File: src/rtl/dma_engine_param_if.sv
// Bus bundle for the DMA engine: Avalon-MM control slave plus read and write
// masters. The master modport is the engine side, slave the environment side.
interface dma_engine_param_if #(
  parameter int DATA_W = 32,
  parameter int ADDR_W = 32
);
  logic              iChipselect;
  logic              iRead;
  logic              iWrite;
  logic [2:0]        iAddress;
  logic [31:0]       iWritedata;
  logic [31:0]       oReaddata;
  logic              oIrq;
  logic              oRM_read;
  logic [ADDR_W-1:0] oRM_readaddress;
  logic              iRM_waitrequest;
  logic              iRM_readdatavalid;
  logic [DATA_W-1:0] iRM_readdata;
  logic              oWM_write;
  logic [ADDR_W-1:0] oWM_writeaddress;
  logic [DATA_W-1:0] oWM_writedata;
  logic              iWM_waitrequest;

  modport master (
    input  iChipselect, iRead, iWrite, iAddress, iWritedata,
    output oReaddata, oIrq,
    output oRM_read, oRM_readaddress,
    input  iRM_waitrequest, iRM_readdatavalid, iRM_readdata,
    output oWM_write, oWM_writeaddress, oWM_writedata,
    input  iWM_waitrequest
  );

  modport slave (
    output iChipselect, iRead, iWrite, iAddress, iWritedata,
    input  oReaddata, oIrq,
    input  oRM_read, oRM_readaddress,
    output iRM_waitrequest, iRM_readdatavalid, iRM_readdata,
    input  oWM_write, oWM_writeaddress, oWM_writedata,
    output iWM_waitrequest
  );
endinterface

File: src/rtl/dma_engine_param.sv
// Single-channel memory-to-memory DMA engine. Reads are issued against a
// credit (FIFO occupancy + outstanding reads) so the show-ahead FIFO can
// never overflow; the write master drains the FIFO head.
module dma_engine_param #(
  parameter int DATA_W     = 32,
  parameter int ADDR_W     = 32,
  parameter int LEN_W      = 16,
  parameter int FIFO_DEPTH = 16
) (
  input logic               iClk,
  input logic               iReset_n,
  dma_engine_param_if.master bus
);
  localparam int PW = $clog2(FIFO_DEPTH);
  localparam int CW = PW + 1;
  localparam logic [ADDR_W-1:0] STEP = ADDR_W'(DATA_W / 8);

  typedef enum logic [1:0] {IDLE, RUN, DRAIN} state_t;
  state_t state, stateNext;

  logic [ADDR_W-1:0] srcReg, dstReg, rdAddr, wrAddr;
  logic [LEN_W-1:0]  lenReg, rdIssued, wrAcc, wrAccNext;
  logic              srcFixed, dstFixed, irqEn, done, aborted;
  logic [CW-1:0]     outst, fifoCnt;
  logic [PW-1:0]     rdPtr, wrPtr;
  logic              drainRd, drainWr;
  logic [31:0]       readdata, rdMux;
  logic [DATA_W-1:0] mem [FIFO_DEPTH];

  logic regWr, regRd, startReq, abortReq, credit;
  logic rmRead, wmWrite, rmAcc, wmAcc, rdRet, push, pop, lastWr, flush;

  assign regWr     = bus.iChipselect & bus.iWrite;
  assign regRd     = bus.iChipselect & bus.iRead;
  assign startReq  = regWr && bus.iAddress == 3'd3 && bus.iWritedata[0] && state == IDLE;
  assign abortReq  = regWr && bus.iAddress == 3'd3 && bus.iWritedata[4] && state == RUN;
  assign credit    = ({1'b0, fifoCnt} + {1'b0, outst}) < (CW + 1)'(FIFO_DEPTH);
  // In DRAIN only a request already stalled at abort time is kept alive.
  assign rmRead    = (state == RUN && rdIssued < lenReg && credit) || (state == DRAIN && drainRd);
  assign wmWrite   = (state == RUN && fifoCnt != '0) || (state == DRAIN && drainWr);
  assign rmAcc     = rmRead & ~bus.iRM_waitrequest;
  assign wmAcc     = wmWrite & ~bus.iWM_waitrequest;
  assign rdRet     = bus.iRM_readdatavalid && outst != '0 && state != IDLE;
  assign push      = rdRet && state == RUN;
  assign pop       = wmAcc;
  assign wrAccNext = wrAcc + LEN_W'(1);
  assign lastWr    = state == RUN && wmAcc && wrAccNext == lenReg;
  assign flush     = state == DRAIN && stateNext == IDLE;

  assign bus.oRM_read         = rmRead;
  assign bus.oRM_readaddress  = rdAddr;
  assign bus.oWM_write        = wmWrite;
  assign bus.oWM_writeaddress = wrAddr;
  assign bus.oWM_writedata    = wmWrite ? mem[rdPtr] : '0;
  assign bus.oReaddata        = readdata;
  assign bus.oIrq             = irqEn & (done | aborted);

  // Control register read mux
  always_comb begin
    rdMux = '0;
    case (bus.iAddress)
      3'd0: rdMux = 32'(srcReg);
      3'd1: rdMux = 32'(dstReg);
      3'd2: rdMux = 32'(lenReg);
      3'd3: rdMux = {28'd0, irqEn, dstFixed, srcFixed, 1'b0};
      3'd4: rdMux = {29'd0, aborted, done, state != IDLE};
      3'd5: rdMux = 32'(LEN_W'(lenReg - wrAcc));
      default: rdMux = '0;
    endcase
  end

  // State register
  always_ff @(posedge iClk) begin
    if (!iReset_n) state <= IDLE;
    else           state <= stateNext;
  end

  // Next-state: completion wins over a same-cycle abort
  always_comb begin
    stateNext = state;
    case (state)
      IDLE:    if (startReq && lenReg != '0) stateNext = RUN;
      RUN:     if (lastWr) stateNext = IDLE;
               else if (abortReq) stateNext = DRAIN;
      DRAIN:   if (outst == '0 && !drainRd && !drainWr) stateNext = IDLE;
      default: stateNext = IDLE;
    endcase
  end

  // Registers, address/count tracking, FIFO pointers
  always_ff @(posedge iClk) begin
    if (!iReset_n) begin
      srcReg <= '0; dstReg <= '0; lenReg <= '0;
      srcFixed <= 1'b0; dstFixed <= 1'b0; irqEn <= 1'b0;
      done <= 1'b0; aborted <= 1'b0;
      rdAddr <= '0; wrAddr <= '0; rdIssued <= '0; wrAcc <= '0;
      outst <= '0; fifoCnt <= '0; rdPtr <= '0; wrPtr <= '0;
      drainRd <= 1'b0; drainWr <= 1'b0; readdata <= '0;
    end else begin
      if (regWr && state == IDLE) begin
        case (bus.iAddress)
          3'd0: srcReg <= bus.iWritedata[ADDR_W-1:0];
          3'd1: dstReg <= bus.iWritedata[ADDR_W-1:0];
          3'd2: begin lenReg <= bus.iWritedata[LEN_W-1:0]; wrAcc <= '0; end
          3'd3: begin
            srcFixed <= bus.iWritedata[1];
            dstFixed <= bus.iWritedata[2];
            irqEn    <= bus.iWritedata[3];
          end
          default: ;
        endcase
      end
      if (regWr && bus.iAddress == 3'd4) begin
        if (bus.iWritedata[1]) done    <= 1'b0;
        if (bus.iWritedata[2]) aborted <= 1'b0;
      end
      if (startReq) begin
        rdAddr <= srcReg; wrAddr <= dstReg;
        rdIssued <= '0; wrAcc <= '0;
        aborted <= 1'b0;
        done <= (lenReg == '0);
      end
      if (rmAcc) begin
        if (!srcFixed) rdAddr <= rdAddr + STEP;
        rdIssued <= rdIssued + LEN_W'(1);
      end
      if (wmAcc) begin
        if (!dstFixed) wrAddr <= wrAddr + STEP;
        wrAcc <= wrAccNext;
      end
      if (lastWr) done <= 1'b1;
      outst <= outst + CW'(rmAcc) - CW'(rdRet);
      if (abortReq && !lastWr) begin
        drainRd <= rmRead & bus.iRM_waitrequest;
        drainWr <= wmWrite & bus.iWM_waitrequest;
      end else begin
        if (rmAcc) drainRd <= 1'b0;
        if (wmAcc) drainWr <= 1'b0;
      end
      if (flush) begin
        aborted <= 1'b1;
        fifoCnt <= '0; rdPtr <= '0; wrPtr <= '0;
      end else begin
        if (push) wrPtr <= wrPtr + PW'(1);
        if (pop)  rdPtr <= rdPtr + PW'(1);
        fifoCnt <= fifoCnt + CW'(push) - CW'(pop);
      end
      readdata <= regRd ? rdMux : '0;
    end
  end

  // FIFO storage, written on each accepted read return
  always_ff @(posedge iClk) begin
    if (push) mem[wrPtr] <= bus.iRM_readdata;
  end
endmodule

File: src/flat_wrapper.sv
// flat-port wrapper written by rule: the top's interface ports become plain ports
module dma_engine_param_flat 
#(
  parameter int DATA_W     = 32,
  parameter int ADDR_W     = 32,
  parameter int LEN_W      = 16,
  parameter int FIFO_DEPTH = 16
)
  (iClk, iReset_n, bus_iChipselect, bus_iRead, bus_iWrite, bus_iAddress, bus_iWritedata, bus_oReaddata, bus_oIrq, bus_oRM_read, bus_oRM_readaddress, bus_iRM_waitrequest, bus_iRM_readdatavalid, bus_iRM_readdata, bus_oWM_write, bus_oWM_writeaddress, bus_oWM_writedata, bus_iWM_waitrequest);
  dma_engine_param_if #(.DATA_W(DATA_W), .ADDR_W(ADDR_W)) bus_i ();
  input logic iClk;
  input logic iReset_n;
  input wire logic [$bits(bus_i.iChipselect)-1:0] bus_iChipselect;
  input wire logic [$bits(bus_i.iRead)-1:0] bus_iRead;
  input wire logic [$bits(bus_i.iWrite)-1:0] bus_iWrite;
  input wire logic [$bits(bus_i.iAddress)-1:0] bus_iAddress;
  input wire logic [$bits(bus_i.iWritedata)-1:0] bus_iWritedata;
  output wire logic [$bits(bus_i.oReaddata)-1:0] bus_oReaddata;
  output wire logic [$bits(bus_i.oIrq)-1:0] bus_oIrq;
  output wire logic [$bits(bus_i.oRM_read)-1:0] bus_oRM_read;
  output wire logic [$bits(bus_i.oRM_readaddress)-1:0] bus_oRM_readaddress;
  input wire logic [$bits(bus_i.iRM_waitrequest)-1:0] bus_iRM_waitrequest;
  input wire logic [$bits(bus_i.iRM_readdatavalid)-1:0] bus_iRM_readdatavalid;
  input wire logic [$bits(bus_i.iRM_readdata)-1:0] bus_iRM_readdata;
  output wire logic [$bits(bus_i.oWM_write)-1:0] bus_oWM_write;
  output wire logic [$bits(bus_i.oWM_writeaddress)-1:0] bus_oWM_writeaddress;
  output wire logic [$bits(bus_i.oWM_writedata)-1:0] bus_oWM_writedata;
  input wire logic [$bits(bus_i.iWM_waitrequest)-1:0] bus_iWM_waitrequest;
  assign bus_i.iChipselect = bus_iChipselect;
  assign bus_i.iRead = bus_iRead;
  assign bus_i.iWrite = bus_iWrite;
  assign bus_i.iAddress = bus_iAddress;
  assign bus_i.iWritedata = bus_iWritedata;
  assign bus_oReaddata = bus_i.oReaddata;
  assign bus_oIrq = bus_i.oIrq;
  assign bus_oRM_read = bus_i.oRM_read;
  assign bus_oRM_readaddress = bus_i.oRM_readaddress;
  assign bus_i.iRM_waitrequest = bus_iRM_waitrequest;
  assign bus_i.iRM_readdatavalid = bus_iRM_readdatavalid;
  assign bus_i.iRM_readdata = bus_iRM_readdata;
  assign bus_oWM_write = bus_i.oWM_write;
  assign bus_oWM_writeaddress = bus_i.oWM_writeaddress;
  assign bus_oWM_writedata = bus_i.oWM_writedata;
  assign bus_i.iWM_waitrequest = bus_iWM_waitrequest;
  dma_engine_param #(.DATA_W(DATA_W), .ADDR_W(ADDR_W), .LEN_W(LEN_W), .FIFO_DEPTH(FIFO_DEPTH)) u_core (.iClk(iClk), .iReset_n(iReset_n), .bus(bus_i));
endmodule
File: config.mk
export PLATFORM = sky130hd
export DESIGN_NAME = dma_engine_param_flat
export DESIGN_NICKNAME = d
export VERILOG_FILES = /design/src/rtl/dma_engine_param_if.sv /design/src/rtl/dma_engine_param.sv /design/src/flat_wrapper.sv
export SDC_FILE = /design/constraint.sdc
export NUM_CORES = 1
export LEC_CHECK = 0
export BUFFER_PORTS_ARGS = -buffer_cell sky130_fd_sc_hd__buf_2
export CAP_MARGIN = 30
export CORE_ASPECT_RATIO = 1.5
export CORE_MARGIN = 2
export CORE_UTILIZATION = 50
export CTS_CLUSTER_SIZE = 10
export DETAILED_ROUTE_END_ITERATION = 12
export PLACE_DENSITY = 0.68
export SYNTH_ARGS = -nofsm -noshare
export SYNTH_HDL_FRONTEND = slang
export SYNTH_SLANG_ARGS = --single-unit
File: constraint.sdc
create_clock -name iClk -period 11 [get_ports iClk]
set_clock_uncertainty 0.2 [all_clocks]
set_input_delay 1.1 -clock iClk [delete_from_list [all_inputs] [get_ports iClk]]
set_output_delay 1.1 -clock iClk [all_outputs]
set_load 0.1 [all_outputs]
==> qor.txt <==
Outcome = complete, no violations
Clock-pin slew on the worst setup and hold paths = 0.06 ns
Global-route usage over all layers = 25.70%
Top cell type's share of synthesized area = 48.12%
Crit Path Class = register to output pin
Maximum clock insertion buffer count = 3
Peak supply drop = 0.1468 mV
Switching power = 1.158 mW
Crit path DAT = 3.96 ns
Power Internal = 4.456 mW
Vias/cell = 6.179
DR vias = 21083
# IOs = 206
Slew Limit Headroom = 31.60%
WP data required = 9.70 ns
Critical Path Sink = bus_oWM_writedata[4]
R2R Setup Slk = 6.29 ns
Layout fillers = 4971
Synthesized area = 0.03195 mm²
Period utilisation layout = 47.81%
Placer Congestion = 0.9150
Yosys cell types = 74
Post-CTS setup buffer count = 0
Clock Power Share = 44.1%
Layout cell share with drive strength beyond 1 = 20.95%
Area contributors post-synth = edfxtp_1, dfxtp_1, mux4_2, nand2_1, a21oi_1
Post-synth ARST share = 0%
Average size of a mapped cell = 13.44 µm²
Met1 Track Usage GR = 30.15%
Leak pwr = 11.97 nW
Row cnt = 113
Max-cap check violation count = 0
FMAX = 0.1902 GHz
Worst setup EP type = output pin
Final setup violation count = 0
CTS buffer count = 85
Layout area overhead = 13.72%
Drt pass-1 iters = 6
RSZ-0062 raised after global routing = no
Count of input and output buffers = 205
Worst-Skew Late Latency = 0.64 ns
Total Routed Length = 84510 µm
Yosys top cell by area = edfxtp_1
DRC Markers = 0
P per Cell Area = 154.5 mW/mm²
Detail Placement HPWL = 52940 µm
FF+latch count, synth = 751
Hold Crit Class = register to register
Sw Share = 20.62%
Reg2Reg Launch Point = u_core.lenReg[11]
Fin. Hold Viols = 0
Primary FF master, synth = edfxtp_1
Mapped Nets = 2510
Combinational power share = 2.0%
Number of synthesized flops with an enable pin = 512
Startpoint Class = register
Final Max Slew Viols = 0
H-tree levels = 3
DIE HEIGHT = 313.6 µm
Top Usage Layer GRT = met2
Met2 GRT Util = 44.30%
Hold slack = 0.2681 ns
GR Util met3 = 4.635%
Hold_buf cts = 0
CTS root buf = clkbuf_16
Least-Margin Pin Slew = 1.025 ns
TNS Setup = 0 ns
Routed Antenna Nets = 0
Period minus WS final = 5.259 ns
Die X = 210.4 µm
Post-Synthesis Cells = 2377
Worst R2R End = u_core.outst[4]
Antenna violations before repair = 5
Nets = 2711
Core area = 0.06334 mm²
Initial Util = 50.44%
Largest net degree at the start of global routing = 99
WL/cell = 24.77 µm
Synth warnings = 0
Seq/Total Area, Yosys = 63.10%
R2R cell count = 18
Gr ovfl total = 0
DR iter-0 viols = 1992
Reg power frac = 53.9%
Vias in the first global route = 21370
First-pass GRT wire length = 127800 µm
Num Clock Sinks = 751
Worst-path fanout max = 45
CTS tree = done
Gates resized, CTS repair = 0
Top cell types by occurrence after synthesis = edfxtp_1, nand2_1, dfxtp_1
Die ar. = 0.06598 mm²
Count leader, synth = edfxtp_1
cell usage in the layout (no fill, tap or decap), types with 7 or more instances in the layout:
cell type / count
nand2b_1: 7
clkbuf_1: 23
buf_4: 38
clkbuf_16: 85
a211oi_1: 10
a31oi_1: 29
ha_1: 55
a21oi_1: 188
dfxtp_1: 235
a21o_1: 15
buf_2: 205
a22oi_1: 30
xnor2_1: 22
and4_1: 7
nand4_1: 21
edfxtp_1: 512
a32oi_1: 17
or3_1: 17
nor2_1: 116
nand2_1: 280
or2_2: 7
nor4_1: 17
mux4_2: 161
mux2i_1: 22
and3_1: 35
xor2_1: 24
o21ai_0: 75
and2_1: 7
nor3_1: 45
nor2_4: 12
nor2b_1: 41
or4_1: 8
inv_1: 70
nand3_1: 53
o211ai_1: 10
final cells by class:
cell class	instances	area (µm²)	share of cell area, %
diodes	1	2.502	0.006888
clock buffers	109	2227	6.130
clock inverters	6	117.6	0.3237
inverters	72	280.3	0.7714
multi-input cells	1421	11110	30.57
flip-flops and latches	751	20170	55.52
well taps	805	1007	2.772
repair buffers	247	1421	3.912
layer usage:
metal	part of all wire, %	wire length (µm)
met2	51	42840
met1	36	30740
met3	6.7	5632
met4	6.2	5242
met5	0.065	55
worst min-delay path by stage:
stage / from / endpoint / slack [ns] / depth (start not counted)
after global placement: u_core.bus.oWM_writeaddress[0] / u_core.bus.oWM_writeaddress[0] / 0.25 / 2
after floorplan: u_core.srcReg[2] / u_core.bus.oRM_readaddress[2] / 0.24 / 2
final: u_core.bus.oWM_writeaddress[0] / u_core.bus.oWM_writeaddress[0] / 0.27 / 2
after detailed placement: u_core.bus.oWM_writeaddress[0] / u_core.bus.oWM_writeaddress[0] / 0.25 / 2
after global routing: u_core.bus.oWM_writeaddress[0] / u_core.bus.oWM_writeaddress[0] / 0.29 / 2
after CTS: u_core.bus.oWM_writeaddress[0] / u_core.bus.oWM_writeaddress[0] / 0.26 / 2
power groups by stage:
stage | clock (mW) | combinational, mW | sequential (mW)
final | 2.48 | 0.114 | 3.02
after detailed placement | 0 | 0.112 | 3.08
after CTS | 2.52 | 0.112 | 3.02
after global routing | 2.63 | 0.125 | 3.02
after floorplan | 0 | 0.0503 | 3.08
after global placement | 0 | 0.107 | 3.08
logic make-up (layout without fill, tap and decap cells):
kind of cell | count (synthesis) | in the layout | share of synthesized area [%]
compound gates | 427 | 427 | 8.111
xor+xnor | 46 | 46 | 1.261
fa+ha+maj | 58 | 58 | 2.342
buf+inv | 205 | 434 | 2.518
flops | 751 | 751 | 63.10
mux | 184 | 184 | 12.07
other cells | 0 | 1 | 0
simple gates | 706 | 706 | 10.59
per-stage QoR:
stage	total power [mW]	cell area [µm²]	worst slack, ns	cells	util, %
floorplan	3.134	31950	6.387	2377	-
global placement	3.189	33870	6.159	3292	53.48
detailed placement	3.194	33930	6.122	3294	53.57
CTS	5.657	36270	5.409	3409	57.27
global route	5.779	36330	5.483	3411	57.35
finish	5.614	36330	5.741	3412	57.36
flip-flops by register name (all words and copies together) (netlist names), 16 cells and up, named ones only:
| name | count |
|---|---|
| u_core.bus.oRM_readaddress | 32 |
| u_core.bus.oReaddata | 32 |
| u_core.bus.oWM_writeaddress | 32 |
| u_core.dstReg | 32 |
| u_core.lenReg | 16 |
| u_core.mem | 512 |
| u_core.rdIssued | 16 |
| u_core.srcReg | 32 |
| u_core.wrAcc | 16 |
critical path: stages (launching register included):
cell,delay [ns]
dfxtp_4,0.94
buf_4,0.71
mux4_2,0.60
mux4_2,0.46
nor2b_1,0.18
buf_2,0.35
No activity file was read; power rests on OpenSTA's default activity.
